[src/rtl/dropout_sequencer.sv]
// dropout_sequencer: builds a per-frame keep mask from a 16-bit LFSR against a
// programmable drop rate, then streams NUM_NEURONS activations, zeroing dropped ones.
// Latency: 1 cycle from input acceptance to out_valid. Backpressure: in_ready drops
// while the single output register is full and out_ready is low; GEN never stalls.
// Ports: clk/reset (sync, active-high); cfg_we/cfg_rate/cfg_train shadow config write;
//   in_valid/in_data/in_ready input stream; out_valid/out_data/out_ready/out_last/
//   out_dropped output stream; busy (mask generation); frame_cnt (completed frames).
module dropout_sequencer #(
  parameter logic [15:0] LFSR_SEED   = 16'hACE1,
  parameter int          NUM_NEURONS = 8,
  parameter int          DATA_W      = 8
) (
  input  logic              clk,
  input  logic              reset,
  input  logic              cfg_we,
  input  logic [7:0]        cfg_rate,
  input  logic              cfg_train,
  input  logic              in_valid,
  input  logic [DATA_W-1:0] in_data,
  output logic              in_ready,
  output logic              out_valid,
  output logic [DATA_W-1:0] out_data,
  input  logic              out_ready,
  output logic              out_last,
  output logic              out_dropped,
  output logic              busy,
  output logic [7:0]        frame_cnt
);

  localparam int IDX_W = (NUM_NEURONS > 1) ? $clog2(NUM_NEURONS) : 1;
  localparam logic [IDX_W-1:0] LAST_IDX = IDX_W'(NUM_NEURONS - 1);
  // An all-zero LFSR would lock up, so a zero seed is replaced.
  localparam logic [15:0] SEED_EFF = (LFSR_SEED == 16'h0000) ? 16'h0001 : LFSR_SEED;

  typedef enum logic [1:0] {
    IDLE   = 2'd0,
    GEN    = 2'd1,
    STREAM = 2'd2
  } state_t;

  state_t                 state, state_n;
  logic [15:0]            lfsr;
  logic [7:0]             shadow_rate, act_rate;
  logic                   shadow_train, act_train;
  logic [NUM_NEURONS-1:0] mask;
  logic [IDX_W-1:0]       idx;
  logic                   in_acc, last_acc;

  assign in_acc   = in_valid && in_ready;
  assign last_acc = in_acc && (idx == LAST_IDX);

  // State register
  always_ff @(posedge clk) begin
    if (reset) state <= IDLE;
    else       state <= state_n;
  end

  // Next state and handshake outputs. Frame-boundary decisions read the shadow
  // train bit because that is the value being loaded into the active copy.
  always_comb begin
    state_n  = state;
    in_ready = 1'b0;
    busy     = 1'b0;
    case (state)
      IDLE: begin
        state_n = shadow_train ? GEN : STREAM;
      end
      GEN: begin
        busy = 1'b1;
        if (idx == LAST_IDX) state_n = STREAM;
      end
      STREAM: begin
        in_ready = !out_valid || out_ready;
        if (in_valid && in_ready && (idx == LAST_IDX))
          state_n = shadow_train ? GEN : STREAM;
      end
      default: state_n = IDLE;
    endcase
  end

  // Config, LFSR, mask and beat counter
  always_ff @(posedge clk) begin
    if (reset) begin
      lfsr         <= SEED_EFF;
      shadow_rate  <= 8'd128;
      shadow_train <= 1'b1;
      act_rate     <= 8'd128;
      act_train    <= 1'b1;
      mask         <= '1;
      idx          <= '0;
      frame_cnt    <= 8'd0;
    end else begin
      if (cfg_we) begin
        shadow_rate  <= cfg_rate;
        shadow_train <= cfg_train;
      end
      case (state)
        IDLE: begin
          act_rate  <= shadow_rate;
          act_train <= shadow_train;
          idx       <= '0;
          if (!shadow_train) mask <= '1;
        end
        GEN: begin
          mask[idx] <= (lfsr[7:0] >= act_rate);
          lfsr      <= {lfsr[14:0], lfsr[15] ^ lfsr[13] ^ lfsr[12] ^ lfsr[10]};
          idx       <= (idx == LAST_IDX) ? '0 : idx + IDX_W'(1);
        end
        STREAM: begin
          if (last_acc) begin
            idx       <= '0;
            frame_cnt <= frame_cnt + 8'd1;
            act_rate  <= shadow_rate;
            act_train <= shadow_train;
            if (!shadow_train) mask <= '1;
          end else if (in_acc) begin
            idx <= idx + IDX_W'(1);
          end
        end
        default: ;
      endcase
    end
  end

  // Single output stage. A simultaneous accept and drain reloads in place, so
  // out_valid stays high and throughput is one beat per cycle.
  always_ff @(posedge clk) begin
    if (reset) begin
      out_valid   <= 1'b0;
      out_data    <= '0;
      out_last    <= 1'b0;
      out_dropped <= 1'b0;
    end else if (in_acc) begin
      out_valid   <= 1'b1;
      out_data    <= mask[idx] ? in_data : '0;
      out_last    <= (idx == LAST_IDX);
      out_dropped <= !mask[idx];
    end else if (out_valid && out_ready) begin
      out_valid <= 1'b0;
    end
  end

endmodule
[config.mk]
export PLATFORM = sky130hd
export DESIGN_NAME = dropout_sequencer
export DESIGN_NICKNAME = d
export VERILOG_FILES = /design/src/rtl/dropout_sequencer.sv
export SDC_FILE = /design/constraint.sdc
export NUM_CORES = 1
export LEC_CHECK = 0
export ABC_AREA = 1
export CAP_MARGIN = 10
export CORE_ASPECT_RATIO = 1.75
export CORE_UTILIZATION = 40
export DETAILED_ROUTE_END_ITERATION = 6
export DONT_BUFFER_PORTS = 1
export GPL_ROUTABILITY_DRIVEN = 0
export MAX_ROUTING_LAYER = met4
export PLACE_DENSITY = 0.63
export SYNTH_ARGS = -nofsm -noshare
export SYNTH_HDL_FRONTEND = slang
export SYNTH_SLANG_ARGS = --single-unit
[constraint.sdc]
create_clock -name clk -period 2.8 [get_ports clk]
set_input_delay 0.28 -clock clk [delete_from_list [all_inputs] [get_ports clk]]
set_output_delay 0.28 -clock clk [all_outputs]
set_load 0.02 [all_outputs]
Word level (Yosys, flattened, before mapping)
Index checks and enable logic that the tools add are counted.
- multiplexer cells: 23
- reduce and logical (&&, ||, !) cells: 18
- magnitude comparators: 3
- eq/ne operators: 7
- $add $sub $neg: 2
- bitwise gates (word level): 3
- operator list (kind ; number):
    2-to-1 mux 8 bit ; 4
    case mux 8 bit (3 select lines) ; 1
    case mux 8 bit (2 select lines) ; 1
    AND reduction 2 bit ; 5
    2-to-1 mux 3 bit ; 3
    case mux 3 bit (3 select lines) ; 1
    adder 8 x 1 -> 8 bit (second input constant) ; 1
    bitwise mux 8 bit ; 1
    greater-or-equal comparator 8 bit ; 1
    logical AND 1 bit ; 6
    2-to-1 mux 1 bit ; 6
    2-to-1 mux 2 bit ; 3
    != test 2 bit (second input constant) ; 3
    case mux 2 bit (3 select lines) ; 1
    < comparator 3 x 4 -> 1 bit (second input constant) ; 1
    nonzero test 2 bit ; 2
    adder 3 x 1 -> 3 bit (second input constant) ; 1
    binary-select mux 1 bit (select 3 bit) ; 1
    demux 1 bit (select 3 bit) ; 1
    == test 3 bit (second input constant) ; 1
    greater-or-equal comparator 3 x 1 -> 1 bit (second input constant) ; 1
    != test 3 bit (second input constant) ; 1
    nonzero test 3 bit ; 1
    bitwise XOR 1 bit ; 3
    5 further kinds ; 6
- output and inout bits: 21
- word-level logic and storage cells: 68
- register bits after elaboration: 65
- input port bits: 22

Depth between registers and ports, before layout
Gate-level depths: netlist of run 1.
- depth after elaboration: 7
- depth in mapped cells: 10
- gate-level depth less buffers: 10

Worst setup path after synthesis of run 1
No wires, ideal clock.
- kind: register to register
- from: register state[1]
- to: register mask[0]
- cell stages (with the launch flop): 11
- path slack: 1.249 ns
- data required time: 2.685 ns
- data arrival time: 1.436 ns
- path through: dfxtp_1 -> inv_1 -> ha_1 -> buf_4 -> inv_2 -> nor2_1 -> nand3_1 -> nor2_1 -> nand2_1 -> nand2_1 -> nand2_1
- word-level cells in the longest chain between the ends: 6
- elaborated cells on any way between the ends: 10
- those cells by class: eq/ne: 3; mux: 2; reduce/logical: 5
- ends and longest elaborated chain (what ; RTL line ; source):
    start, declared ; 41 ; state_t state, state_n;
    start signal, assigned ; 55 ; else state <= state_n;
    == test 2 bit ; 64, 97 ;
    2-to-1 mux 1 bit ; 64 ; case (state)
    logical AND 1 bit ; 49 ; assign in_acc = in_valid && in_ready;
    logical AND 1 bit ; 50 ; assign last_acc = in_acc && (idx == LAST_IDX);
    != test 2 bit (no source line) ; - ;
    AND reduction 2 bit (no source line) ; - ;
    end signal, assigned by index ; 105 ; mask[idx] <= (lfsr[7:0] >= act_rate);
    end, declared ; 45 ; logic [NUM_NEURONS-1:0] mask;
Parallel ways exist; a longest one is shown, timed or not.
A chain may end at the register's enable or synchronous reset.

Worst setup path after layout of run 1
- from: register idx[0]
- to: register act_rate[7]
- word-level cells in the longest chain between the ends: 4
- ends and longest elaborated chain (what ; RTL line ; source):
    start, declared ; 46 ; logic [IDX_W-1:0] idx;
    start signal, assigned ; 107 ; idx <= (idx == LAST_IDX) ? '0 : idx + IDX_W'(1);
    start signal, assigned ; 117 ; idx <= idx + IDX_W'(1);
    == test 3 bit ; 50 ;
    logical AND 1 bit ; 50 ;
    != test 2 bit (no source line) ; - ;
    AND reduction 2 bit (no source line) ; - ;
    end signal, assigned ; 99 ; act_rate <= shadow_rate;
    end signal, assigned ; 113 ; act_rate <= shadow_rate;
    end, declared ; 43 ; logic [7:0] shadow_rate, act_rate;
No other way between the ends.

==> results.yml, run 1 <==
cells_and_area:
  final_cell_mix: "nand2_1, dfxtp_1, nor2_1"
  fill_cells: 785
  area_delta_synth_final_pct: 9.858
  fin_util_pct: 45.09
  layout-drive-gt1-share_pct: 7.407
  nNetsFinal: 464
  layout_commonest_cell: "nand2_1"
  num_antenna_cells: 0
drt:
  post_drt_wl_per_cell_um: 11.23
  vias_per_cell: 4.848
  detail-route-antenna-nets: 0
  drt_pass1_iterations: 4
  drc: 0
  drtIter0Drc: 81
  drt_wl_total_mm: 5.839
  via_count: 2521
floorplanning:
  core_um2: 7515
  die_y_um: 118.2
  start_util_pct: 41.04
  die-area_um2: 8079
  rows: 42
  die-width_um: 68.38
  pin_count: 43
global_routing:
  grt_pass1_vias: 2392
  grt_max_degree: 47
  grt_use_total_pct: 17.21
  antenna_found_initial: 0
  grt_overflow: 0
  grt_pass1_wl_mm: 10.23
clock_network:
  cts_root_buf: "clkbuf_16"
  clkLatencyLatePin_ns: 0.33
  clkTransAtPathRegs_ns: 0.05
  cts-buffers-inserted: 9
  cts_hold_buf: 0
  post_cts_resized: 0
  htreeDepth: 3
  postCtsSetupBuffers: 0
  cts.sinks: 65
  tritoncts: "done"
  clockBufferDepth: 2
worst_setup_path:
  worst-setup-path-type: "flop to flop"
  cpMaxStageDelayCell: "dfxtp_1"
  crit_required_ns: 3.05
  crit_family: "flip-flops"
  crit_buf_inv: 1
  critPathLaunchType: "flop"
  critPathMaxFanout: 14
  worstPathArrival_ns: 2.40
  path_cells: "ha_1, ha_1, nand2_2, o21ai_2, nand2_2, inv_1, a21oi_1, o21ai_0"
  critPathCaptureType: "flop"
  r2r_start: "idx[0]$_SDFFE_PP0P_"
  critPathMaxStageDelay_ns: 0.58
  crit_start: "idx[0]$_SDFFE_PP0P_"
logic_synthesis:
  synth_fa_ha_area_share_pct: 6.085
  synth_compound_area_share_pct: 12.49
  synth_xor_area_share_pct: 1.136
  synth_top_family_by_area: "simple AND/OR/NAND/NOR gates"
  synth.avg_cell_area_um2: 7.173
  synth_nets: 467
  synth_warnings: 0
  ys_ff_latch: 65
  synth_cell_types: 33
  muxShareOfSynthArea_pct: 0
  synthSimpleGateAreaFrac_pct: 28.88
  synthesis.area_um2: 3084
  yosysSeqAreaShare_pct: 42.19
  syn_inst: 430
sta:
  setup_viol: 0
  worst_slew_pin_slew_ns: 0.5695
  setup_tns_ns: 0
  finalMaxSlewViolations: 0
  fin_skew_ns: 0.005583
  min_period_ns: 2.153
  hold_viol_final: 0
  period_share_pct: 76.88
  rsz0062_at_grt: "no"
  slew_headroom_pct: 61.78
  max_freq_mhz: 464.5
run_status:
  status: "finished, final reports clean"
hold_path:
  worstHoldStart: "reset"
  worstHoldPathType: "primary input to flop"
pwr:
  powerDensity_nw_per_um2: 1113
  p_leak_uw: 0.001559
  ir_worst_vdd_v: 0.0005870
place:
  io_buffers: 0
  dp_hpwl_mm: 4.216
run:
  drv_cap: 0
## stage by stage
step / worst slack [ns] / cells / cell area (µm²) / hold slack (ns) / power, µW
finish: 0.6473 / 520 / 3388 / 0.01680 / 3771
global route: 0.4370 / 520 / 3388 / 0.006093 / 4137
CTS: 0.6300 / 520 / 3388 / 0.002530 / 3824
detailed placement: 0.6449 / 504 / 3113 / 0.3516 / 2787
global placement: 0.7266 / 504 / 3113 / 0.3509 / 2748
floorplan: 1.249 / 430 / 3084 / 0.4063 / 2572
## registers in the layout, summed over array words and instances (netlist names)
signal and flops:
out_last 1, act_rate 8, out_valid 1, out_dropped 1, out_data 8, state 2, idx 3, mask 8
shadow_rate 8, shadow_train 1, lfsr 16, frame_cnt 8
## layout make-up
class	instances	area [µm²]	share of cell area, %
clock buffer	13	260.3	7.681
multi-input combinational	301	1499	44.24
timing repair buffer	2	15.01	0.4431
inverter	48	187.7	5.539
sequential	65	1301	38.40
tap	88	110.1	3.250
clock inverter	3	15.01	0.4431
## power breakdown
group | switching, µW | internal, µW
Sequential | 199 | 1170
Combinational | 890 | 494
Clock | 373 | 642
## kinds of logic after synthesis
| family | Yosys count |
|---|---|
| XOR/XNOR | 4 |
| adder cells (fa/ha/maj) | 15 |
| AND/OR/NAND/NOR | 207 |
| flip-flops | 65 |
| buffers and inverters | 64 |
| AO/OA/AOI/OAI | 75 |
## final timing paths
check	endpoint	slack, ns	cells after the start
max	act_rate[7]$_SDFFE_PP1P_	0.65	8
min	out_data[6]$_SDFFE_PP0P_	0.02	1
max reg2reg	act_rate[7]$_SDFFE_PP1P_	0.65	8
min reg2reg	act_rate[1]$_SDFFE_PP0P_	0.45	2
## worst reg2reg max path, delay by kind of cell (launching register included)
| kind | cells | cell delay (ns) |
|---|---|---|
| adders and majority gates | 2 | 0.41 |
| buffers and inverters | 1 | 0.17 |
| AOI/OAI and AO/OA | 3 | 0.57 |
| DFF | 1 | 0.58 |
| and+or+nand+nor | 2 | 0.35 |
## routing by layer
metal / up-vias / part of all wire, % / global-route usage [%]
met5: - / 0 / -
met4: 0 / 2.6 / 9.245
met3: 13 / 4.7 / 4.730
met2: 53 / 51 / 28.74
met1: 1097 / 41 / 17.36
li1: 1358 / - / -
## synth_stat cells, drive strengths merged
cell type / count / area share (%)
a21oi: 37 / 6.1
and3: 1 / 0.20
buf: 10 / 2.4
clkbuf: 6 / 0.77
clkinv: 2 / 0.24
dfxtp: 65 / 42
ha: 15 / 6.1
inv: 46 / 5.8
nand2: 113 / 15
nand3: 31 / 5.0
nand4: 2 / 0.41
nor2: 57 / 8.0
nor3: 1 / 0.32
o211ai: 1 / 0.24
o21ai: 37 / 6.1
or2: 2 / 0.41
xnor2: 3 / 0.85
xor2: 1 / 0.28
Power figures use the tool's default switching activity.
==> run 2, diff against run 1 <==
- clock period: 2.8 -> 2.2 ns (I/O delays scaled with it)
==> run 2 against run 1 <==
Compared with the run above: final cell count grew 0.58%; largest power group unchanged; clock skew shrank 0.0017 ns; critical endpoint is now mask[4]$_SDFFE_PP1P_; power up 38%; global-route usage increased by 0.26 points; largest cell class unchanged; routed wire length is 5.4% higher; first-iteration DRC count increased by 31%; hold slack about the same.
==> results.yml, run 2 (same netlist as run 1, synthesis figures left out) <==
global_routing:
  antenna_found_initial: 0
  top_usage_layer: "met2"
  grt_use_met2_pct: 28.31
  grt_pass1_wl_mm: 10.19
  grt_use_met3_pct: 6.274
  use_met1_pct: 17.06
  grt_use_total_pct: 17.47
  grt_max_degree: 47
  grt_pass1_vias: 2371
  grt_overflow: 0
cells_and_area:
  largest_reg_flops: 16
  fill_cells: 773
  fin_area_um2: 3482
  regMostFlops: "lfsr"
  final_cell_mix: "nand2_1, dfxtp_1, nor2_1"
  num_antenna_cells: 0
  nNetsFinal: 467
  area_delta_synth_final_pct: 12.90
  layout-drive-gt1-share_pct: 8.276
  layout_commonest_cell: "nand2_1"
worst_setup_path:
  path_cells: "ha_1, ha_1, nand2_2, o21ai_2, buf_4, nand3_1, a21oi_1, nand2_1"
  crit_required_ns: 2.42
  cpMaxStageDelayCell: "dfxtp_1"
  crit_top_cell: "ha_1"
  critPathLaunchType: "flop"
  worst-setup-path-type: "flop to flop"
  critPathCaptureType: "flop"
  critPathMaxFanout: 9
  reg2reg_depth: 8
  worstPathArrival_ns: 2.06
  critPathMaxStageDelay_ns: 0.48
drt:
  via_count: 2588
  detail-route-antenna-nets: 0
  drt_pass1_iterations: 4
  post_drt_wl_per_cell_um: 11.77
  drtIter0Drc: 106
  drc: 0
  drt_wl_total_mm: 6.157
  vias_per_cell: 4.948
clock_network:
  clkTransAtPathRegs_ns: 0.05
  clockBufferDepth: 2
  cts-buffers-inserted: 9
  htreeDepth: 3
  cts.sinks: 65
  tritoncts: "done"
  postCtsSetupBuffers: 0
  clkLatencyLatePin_ns: 0.33
  cts_root_buf: "clkbuf_16"
floorplanning:
  die-width_um: 68.38
  rows: 42
  die_y_um: 118.2
  core_um2: 7515
  start_util_pct: 41.04
  die-area_um2: 8079
  pin_count: 43
sta:
  min_period_ns: 1.841
  slew_headroom_pct: 26.52
  finalMaxSlewViolations: 0
  fin_skew_ns: 0.003880
  setup_tns_ns: 0
  rsz0062_at_grt: "no"
  hold_viol_final: 0
  setup_viol: 0
  worst_slew_pin_slew_ns: 1.095
  max_freq_mhz: 543.2
  period_share_pct: 83.68
pwr:
  p_leak_uw: 0.001606
  powerDensity_nw_per_um2: 1491
  ir_worst_vdd_v: 0.0005595
place:
  placed_cell_area_um2: 3128
  dp_hpwl_mm: 4.295
  io_buffers: 0
run:
  drv_cap: 0
hold_path:
  hold_depth: 2
  worstHoldPathType: "primary input to flop"
run_status:
  status: "finished, final reports clean"
run 2: metal layers:
| layer | share of wire (%) | routed length (µm) |
|---|---|---|
| met1 | 42 | 2604 |
| met3 | 4.8 | 295 |
| met5 | 0 | 0 |
| met2 | 50 | 3088 |
| met4 | 2.7 | 169 |
run 2: where the power goes:
group          total (µW)  leakage [µW]  switching (µW)  internal, µW
sequential           1730      0.000534             233          1490
clock                1630      0.000172             503          1130
combinational        1830      0.000900            1180           654
run 2: critical path: cells and delay by family (launching register included):
| family | cells | cell delay (ns) |
|---|---|---|
| compound gates | 2 | 0.41 |
| fa+ha+maj | 2 | 0.38 |
| flops | 1 | 0.48 |
| buf+inv | 1 | 0.21 |
| simple gates | 3 | 0.25 |
run 2: worst paths after layout:
kind / startpoint / end / slack, ns
worst min register to register: act_rate[6]$_SDFFE_PP0P_ / act_rate[6]$_SDFFE_PP0P_ / 0.46
worst max register to register: idx[1]$_SDFFE_PP0P_ / mask[4]$_SDFFE_PP1P_ / 0.36
worst max-delay path: idx[1]$_SDFFE_PP0P_ / mask[4]$_SDFFE_PP1P_ / 0.36
worst min-delay path: cfg_we / shadow_train$_SDFFE_PP1P_ / 0.02
run 2: stage by stage:
stage               setup WS [ns]  instances  hold slack (ns)  total power [µW]  util (%)
finish                     0.3589        523          0.01641              5193     46.34
CTS                        0.3689        523         0.007492              5243     46.34
global route               0.1809        523          0.01962              5618     46.34
floorplan                  0.6489        430           0.3463              3274         -
global placement           0.4752        506           0.2909              3526     41.63
detailed placement         0.3875        506           0.2939              3580     41.63
run 2: repair_timing:
item | CTS | global route
hold buffers | 1 | 0
hold endpoints to repair | 19 | 0
resized for setup | 0 | 0
endpoints found under the setup margin | 0 | 0
run 2: cell type report:
class | instances | area [µm²] | area share (%)
clock buffer | 10 | 239.0 | 6.863
clock inverter | 6 | 105.1 | 3.018
inverter | 48 | 187.7 | 5.390
multi-input combinational | 301 | 1499 | 43.05
sequential | 65 | 1301 | 37.37
tap | 88 | 110.1 | 3.162
timing repair buffer | 5 | 40.04 | 1.150
==> run 3, diff against run 2 <==
- clock period: 2.2 -> 1.7 ns (I/O delays scaled with it)
==> run 3 against run 2 <==
Compared with the run above: die area is the same; critical path type unchanged; hold slack lost 0.0059 ns; clock power grew 9%; first-iteration DRC count grew 57%; highest routed layer unchanged; critical path depth is the same.
==> results.yml, run 3 (same netlist as run 1, synthesis figures left out) <==
cells_and_area:
  layout_commonest_cell: "nand2_1"
  area_delta_synth_final_pct: 17.97
  fin_util_pct: 48.42
  regMostFlops: "lfsr"
  largest_reg_flops: 16
  num_antenna_cells: 0
  fill_cells: 739
  final_cell_mix: "nand2_1, dfxtp_1, nor2_1"
  layout-drive-gt1-share_pct: 11.21
  nNetsFinal: 487
drt:
  drt_pass1_iterations: 4
  post_drt_wl_per_cell_um: 11.59
  via_count: 2656
  detail-route-antenna-nets: 0
  drtIter0Drc: 166
  drc: 0
  vias_per_cell: 4.891
  drt_wl_total_mm: 6.295
clock_network:
  clkTransAtPathRegs_ns: 0.05
  cts_root_buf: "clkbuf_16"
  clockBufferDepth: 2
  cts-buffers-inserted: 9
  clkLatencyLatePin_ns: 0.33
  tritoncts: "done"
  cts.sinks: 65
  htreeDepth: 3
sta:
  finalMaxSlewViolations: 0
  setup_viol: 0
  fin_skew_ns: 0.005002
  max_freq_mhz: 639.0
  slew_headroom_pct: 45.99
  hold_viol_final: 0
  worst_slew_pin_slew_ns: 0.8075
  min_period_ns: 1.565
  holdWs_ns: 0.01052
  period_share_pct: 92.05
floorplanning:
  rows: 42
  die-width_um: 68.38
  core_um2: 7515
  start_util_pct: 41.04
  die-area_um2: 8079
  pin_count: 43
  die_y_um: 118.2
global_routing:
  grt_max_degree: 47
  grt_use_total_pct: 18.35
  antenna_found_initial: 0
  grt_pass1_vias: 2474
  grt_overflow: 0
  grt_pass1_wl_mm: 10.79
pwr:
  ir_worst_vdd_v: 0.0007414
  powerDensity_nw_per_um2: 1810
  total_power_uw: 6587
  p_leak_uw: 0.001675
place:
  dp_hpwl_mm: 4.270
  io_buffers: 0
worst_setup_path:
  cpMaxStageDelayCell: "dfxtp_1"
  worstPathArrival_ns: 1.78
  crit_family: "compound AO/OA/AOI/OAI gates"
  path_cells: "ha_1, ha_1, nand2_2, o21ai_4, buf_4, nand2_2, o21ai_0, a21oi_1"
  critPathCaptureType: "flop"
  critPathMaxFanout: 6
  crit_required_ns: 1.92
  crit_buf_inv: 1
  worst-setup-path-type: "flop to flop"
  critPathMaxStageDelay_ns: 0.33
  critPathLaunchType: "flop"
run_status:
  status: "finished, final reports clean"
run:
  drv_cap: 0
hold_path:
  worstHoldPathType: "primary input to flop"
==> run 3: final timing paths <==
path / from / to / slack (ns) / depth (start not counted)
hold / removal: cfg_we / shadow_rate[3]$_SDFFE_PP0P_ / 0.01 / 2
setup reg to reg: idx[0]$_SDFFE_PP0P_ / state[1]$_SDFFE_PP0P_ / 0.14 / 8
hold reg to reg: act_rate[1]$_SDFFE_PP0P_ / act_rate[1]$_SDFFE_PP0P_ / 0.46 / 2
setup / recovery: idx[0]$_SDFFE_PP0P_ / state[1]$_SDFFE_PP0P_ / 0.14 / 8
==> run 3: repair_timing <==
item	CTS	global route
hold buffers	11	0
resized for setup	0	9
buffers inserted	0	0
endpoints found under the setup margin	0	19
hold endpoints to repair	28	0
==> run 3: worst reg2reg max path, stage by stage (launching register included) <==
cell and delay [ns]:
dfxtp_1 0.33, ha_1 0.16, ha_1 0.18, nand2_2 0.10, o21ai_4 0.20, buf_4 0.15
nand2_2 0.08, o21ai_0 0.19, a21oi_1 0.06
==> run 3: per-stage QoR <==
step | std cells | setup TNS [ns] | setup slack, ns | cell area (µm²)
final | 543 | 0 | 0.1351 | 3638
after global routing | 543 | -0.008218 | -0.005999 | 3638
after floorplan | 430 | 0 | 0.1489 | 3084
after global placement | 516 | 0 | 0.1020 | 3203
after detailed placement | 516 | 0 | 0.06322 | 3203
after CTS | 543 | 0 | 0.01890 | 3607
==> run 3: layer usage <==
metal	up-vias	GRT usage (%)	routed length (µm)
li1	1404	-	-
met1	1178	18.43	2689
met2	57	30.88	3137
met3	17	3.185	226
met4	0	11.98	242
met5	-	-	0
==> run 3: cell type report <==
type	count	area [µm²]	share of cell area, %
clock buffer	14	284.0	7.806
inverter	48	187.7	5.158
tap	88	110.1	3.026
multi-input combinational	301	1525	41.92
clock inverter	2	10.01	0.2751
sequential	65	1303	35.80
timing repair buffer	25	219.0	6.018
==> run 3: where the power goes <==
part	internal, µW	switching, µW	leakage [µW]
logic	996	1610	0.000992
registers	1940	267	0.000534
clock network	1140	639	0.000149
